File: config.mk
export PLATFORM = sky130hd
export DESIGN_NAME = saturn_sram_ctrl
export DESIGN_NICKNAME = d
export VERILOG_FILES = /design/src/rtl/saturn_sram_ctrl.sv
export SDC_FILE = /design/constraint.sdc
export NUM_CORES = 1
export LEC_CHECK = 0
export BUFFER_PORTS_ARGS = -buffer_cell sky130_fd_sc_hd__buf_4
export CORE_MARGIN = 10
export CORE_UTILIZATION = 29
export DETAILED_ROUTE_END_ITERATION = 10
export SYNTH_ARGS = -nofsm -noshare
export SYNTH_HDL_FRONTEND = slang
export SYNTH_SLANG_ARGS = --single-unit
File: constraint.sdc
create_clock -name clk_in -period 1.6 [get_ports clk_in]
set_input_delay 0.32 -clock clk_in [delete_from_list [all_inputs] [get_ports clk_in]]
set_output_delay 0.32 -clock clk_in [all_outputs]
set_load 0.1 [all_outputs]
File: src/rtl/saturn_sram_ctrl.sv
// Nibble-wide asynchronous SRAM controller for saturn_core: turns single-cycle
// core requests into timed SRAM read/write cycles with programmable wait states.
module saturn_sram_ctrl #(
    parameter int unsigned RD_WAIT  = 2,
    parameter int unsigned WR_SETUP = 1,
    parameter int unsigned WR_PULSE = 2,
    parameter int unsigned WR_HOLD  = 1
) (
    input  logic        clk_in,
    input  logic        reset_n_in,
    input  logic        req_in,
    input  logic        we_in,
    input  logic [19:0] addr_in,
    input  logic [3:0]  data_in,
    output logic [3:0]  data_o,
    output logic        ack_o,
    output logic        busy_o,
    output logic [19:0] sram_addr_o,
    output logic        sram_oe_n_o,
    output logic        sram_we_n_o,
    output logic [3:0]  sram_data_o,
    output logic        sram_data_oe_o,
    input  logic [3:0]  sram_data_in
);

    localparam int unsigned MAX_A = (RD_WAIT > WR_SETUP) ? RD_WAIT : WR_SETUP;
    localparam int unsigned MAX_B = (WR_PULSE > WR_HOLD) ? WR_PULSE : WR_HOLD;
    localparam int unsigned MAX_P = (MAX_A > MAX_B) ? MAX_A : MAX_B;
    localparam int unsigned CW    = $clog2(MAX_P + 1);

    typedef enum logic [2:0] {
        IDLE = 3'd0,
        RD   = 3'd1,
        WSET = 3'd2,
        WPUL = 3'd3,
        WHLD = 3'd4,
        DONE = 3'd5
    } state_t;

    state_t        state_q, state_d;
    logic [CW-1:0] cnt_q, cnt_d;

    logic [3:0]  data_d;
    logic        ack_d;
    logic        busy_d;
    logic [19:0] sram_addr_d;
    logic        sram_oe_n_d;
    logic        sram_we_n_d;
    logic [3:0]  sram_data_d;
    logic        sram_data_oe_d;

    // State, counter and output registers; reset aborts any access in flight.
    always_ff @(posedge clk_in) begin
        if (!reset_n_in) begin
            state_q        <= IDLE;
            cnt_q          <= '0;
            data_o         <= '0;
            ack_o          <= 1'b0;
            busy_o         <= 1'b0;
            sram_addr_o    <= '0;
            sram_oe_n_o    <= 1'b1;
            sram_we_n_o    <= 1'b1;
            sram_data_o    <= '0;
            sram_data_oe_o <= 1'b0;
        end else begin
            state_q        <= state_d;
            cnt_q          <= cnt_d;
            data_o         <= data_d;
            ack_o          <= ack_d;
            busy_o         <= busy_d;
            sram_addr_o    <= sram_addr_d;
            sram_oe_n_o    <= sram_oe_n_d;
            sram_we_n_o    <= sram_we_n_d;
            sram_data_o    <= sram_data_d;
            sram_data_oe_o <= sram_data_oe_d;
        end
    end

    // Next-state and wait counter. The read counter starts at RD_WAIT so the
    // sample edge lands RD_WAIT+1 edges after the request was taken.
    always_comb begin
        state_d = state_q;
        cnt_d   = cnt_q;
        case (state_q)
            IDLE: begin
                if (req_in) begin
                    if (we_in) begin
                        state_d = WSET;
                        cnt_d   = CW'(WR_SETUP - 1);
                    end else begin
                        state_d = RD;
                        cnt_d   = CW'(RD_WAIT);
                    end
                end
            end
            RD: begin
                if (cnt_q == '0) state_d = DONE;
                else             cnt_d   = cnt_q - CW'(1);
            end
            WSET: begin
                if (cnt_q == '0) begin
                    state_d = WPUL;
                    cnt_d   = CW'(WR_PULSE - 1);
                end else begin
                    cnt_d = cnt_q - CW'(1);
                end
            end
            WPUL: begin
                if (cnt_q == '0) begin
                    state_d = WHLD;
                    cnt_d   = CW'(WR_HOLD - 1);
                end else begin
                    cnt_d = cnt_q - CW'(1);
                end
            end
            WHLD: begin
                if (cnt_q == '0) state_d = DONE;
                else             cnt_d   = cnt_q - CW'(1);
            end
            DONE:    state_d = IDLE;
            default: state_d = IDLE;
        endcase
    end

    // Next values of the registered outputs; everything holds unless changed.
    always_comb begin
        data_d         = data_o;
        ack_d          = 1'b0;
        busy_d         = (state_d != IDLE);
        sram_addr_d    = sram_addr_o;
        sram_oe_n_d    = sram_oe_n_o;
        sram_we_n_d    = sram_we_n_o;
        sram_data_d    = sram_data_o;
        sram_data_oe_d = sram_data_oe_o;
        case (state_q)
            IDLE: begin
                if (req_in) begin
                    sram_addr_d = addr_in;
                    if (we_in) begin
                        sram_data_d    = data_in;
                        sram_data_oe_d = 1'b1;
                    end else begin
                        sram_oe_n_d = 1'b0;
                    end
                end
            end
            RD: begin
                if (cnt_q == '0) begin
                    data_d      = sram_data_in;
                    sram_oe_n_d = 1'b1;
                    ack_d       = 1'b1;
                end
            end
            WSET: if (cnt_q == '0) sram_we_n_d = 1'b0;
            WPUL: if (cnt_q == '0) sram_we_n_d = 1'b1;
            WHLD: begin
                if (cnt_q == '0) begin
                    sram_data_oe_d = 1'b0;
                    ack_d          = 1'b1;
                end
            end
            default: ;
        endcase
    end

endmodule

==> impl_metrics.csv <==
group,metric,value,unit
synthesis,ys_seq_area_share,47.61,%
synthesis,syn_nets,219,
global_route,grt_max_degree,25,
cts,clockBufferDepth,2,
cts,cts_buffers,5,
critical_path,cp-start-kind,"flip-flop",
power_and_ir_drop,leakage,0.0009910,µW
sta,final.setup.tns,0,ns
finish,n_antenna_cell,0,
route,drc_errors,0,
critical_path,worstRegToRegCells,6,
critical_path,r2r-start,"cnt_q[1]",
synthesis,synth_most_common_cell,"nand2_1",
min_path,hold_path.class,"input port to flip-flop",
sta,worst_pin_slew,0.3234,ns
global_route,track_usage,10.26,%
finish,area_growth_syn_to_layout,43.70,%
cts,cts_setup_buffers,0,
critical_path,crit_fanout,8,
synthesis,synthFlopType,"dfxtp_1",
synthesis,async_flop_share,0,%
synthesis,synth_common_cells,"nand2_1 (47), dfxtp_1 (38), a21oi_1 (27), nor2_1 (8), nand3_1 (7)",
critical_path,crit_required,1.77,ns
power_and_ir_drop,sw_frac_of_total,51.31,%
route,antenna_left,0,
critical_path,crit_type,"flip-flop to flip-flop",
cts,clkLatencyLatePin,0.29,ns
floorplan,dieWidth,94.23,µm
route,avgViaCountPerCell,4.660,
route,wirelength,4453,µm
flow_run,maxCapViolCount,0,
synthesis,yosys_register_bits,38,
place,dp_hpwl,3369,µm
synthesis,synth_edf_count,0,
floorplan,ioPinCount,65,
global_route,grt_pass1_wl,7334,µm
sta,report.final.slew_viol_count,0,
sta,final_hold_viol_count,0,
floorplan,dieArea,8878,µm²
global_route,grt_pass1_vias,1514,
critical_path,endpoint_kind,"flip-flop",
synthesis,synth_area,1598,µm²
sta,min_period_over_period,90.03,%
outcome,status,"finished clean",
route,dr_total_vias,1519,
cts,path_clk_slew,0.07,ns
route,dr.pass1.iters,4,
place,gp_congestion,0.8455,
min_path,hold_end,"data_o[1]",
global_route,grt_antenna_before_repair,0,
power_and_ir_drop,p_switching,2460,µW
route,drt-wirelength-per-cell,13.66,µm
route,drt-initial-drc-count,51,
sta,setup_viol_count_final,0,
critical_path,cp.arrival,1.61,ns
floorplan,die_h,94.23,µm
cts,root_buffer,"clkbuf_8",
floorplan,start_util,30.51,%
synthesis,yosysWarnings,0,
finish,drive_gt1_share,36.72,%
cts,cts_max_level,2,
cts,cts_resized,0,
critical_path,r2r_slack,0.16,ns
sta,min_period,1.441,ns
synthesis,yosysTopAreaCell,"dfxtp_1",
sta,maxSlewHeadroom,78.35,%
synthesis,ys_types,40,
sta,max_freq,694.2,MHz
min_path,min_path_cells,3,
critical_path,r2r-end,"data_o[0]",
power_and_ir_drop,comb_power_share,57.3,%
floorplan,core-area,5238,µm²
power_and_ir_drop,power_density,2088,nW/µm²
cts,cts_hold_buf,0,
power_and_ir_drop,p_clk_share,14.1,%
synthesis,yosys.area.top_type_share,47.61,%
power_and_ir_drop,ir_drop,0.7143,mV
min_path,hold_path.startpoint,"sram_data_in[1]",
cts,tritoncts,"built",
cts,cts_sinks,38,
power_and_ir_drop,p_seq_share,28.6,%
sta,grt_setup_unrepaired,"false",
sta,skew,0.003917,ns
power_and_ir_drop,p_int,2334,µW
synthesis,avgSynthCellArea,8.684,µm²
finish,fin_nets,290,
synthesis,ys_top_cells_by_area,"dfxtp_1 (48%), nand2_1 (11%), a21oi_1 (8.5%)",
global_route,gr-total-overflow,0,
place,io_buffer_count,64,
finish,finish.utilization,43.84,%
synthesis,synthCells,184,
floorplan,rows,26,
==> power groups by stage <==
stage,Clock [µW],Sequential [µW],Combinational (µW)
2_1_floorplan,0,2520,971
3_3_place_gp,0,1370,2710
3_5_place_dp,0,1380,2720
4_1_cts,714,1360,2720
5_1_grt,755,1410,2920
6_report,677,1370,2750
==> logic make-up after synthesis <==
family                   Yosys count  synth area share [%]
AND/OR/NAND/NOR                   77                 23.10
AO/OA/AOI/OAI                     42                 16.05
flip-flops                        38                 47.61
buffers and inverters             17                 6.655
multiplexers                       5                 3.132
adder cells (fa/ha/maj)            3                 2.350
XOR/XNOR                           2                 1.097
==> how the worst max path moves through the flow <==
stage          startpoint   endpoint  slack (ns)  cells past startpoint
2_1_floorplan    cnt_q[0]   cnt_q[1]        0.16                      6
3_3_place_gp     cnt_q[1]  data_o[0]        0.09                      6
3_5_place_dp     cnt_q[1]  data_o[3]        0.07                      6
4_1_cts          cnt_q[1]  data_o[3]        0.06                      6
5_1_grt          cnt_q[1]  data_o[0]        0.02                      6
6_report         cnt_q[1]  data_o[0]        0.16                      6
==> layer usage <==
metal | vias to the layer above | routed length (µm) | track usage [%]
li1 | 768 | - | -
met1 | 691 | 2031 | 11.92
met2 | 53 | 1911 | 15.50
met3 | 7 | 432 | 5.036
met4 | 0 | 77 | 4.557
met5 | - | 0 | 0
==> cell type report <==
cell class,instances,area [µm²]
Timing Repair Buffer,75,575.6
Clock inverter,1,5.005
Clock buffer,7,86.33
Sequential cell,38,764.5
Tap cell,70,87.58
Multi-Input combinational cell,129,752.0
Inverter,6,25.02
Fill cell,555,2942
==> critical path: stages (launching register included) <==
cell	delay (ns)
dfxtp_1	0.33
inv_1	0.11
ha_4	0.19
nand2_2	0.09
nor3_4	0.32
mux2i_1	0.23
nor2_1	0.05
==> stage by stage <==
stage / power, µW / area, µm² / worst slack [ns] / hold slack (ns) / cells
2_1_floorplan: 3489 / 1598 / 0.1602 / 0.4069 / 184
3_3_place_gp: 4081 / 2180 / 0.08781 / 0.4422 / 318
3_5_place_dp: 4092 / 2180 / 0.06683 / 0.4484 / 318
4_1_cts: 4792 / 2271 / 0.05663 / 0.2562 / 326
5_1_grt: 5088 / 2296 / 0.01548 / 0.2655 / 326
6_report: 4794 / 2296 / 0.1595 / 0.2661 / 326
==> state kept, by name, indices dropped and copies added, names as in the netlist, 2 cells and up <==
signal	cells
sram_data_o	4
cnt_q	2
state_q	3
sram_addr_o	20
data_o	4
==> cell usage in the layout, fill, tap and decap left out, types with 3 or more instances in the layout <==
cell type / instances
buf_4: 74
nand2_1: 46
dfxtp_1: 35
a21oi_1: 27
nor2_1: 8
nand3_1: 7
clkbuf_8: 6
mux2i_1: 5
inv_1: 3
nand2b_1: 3
dfxtp_2: 3
(Power assumes the default switching activity.)
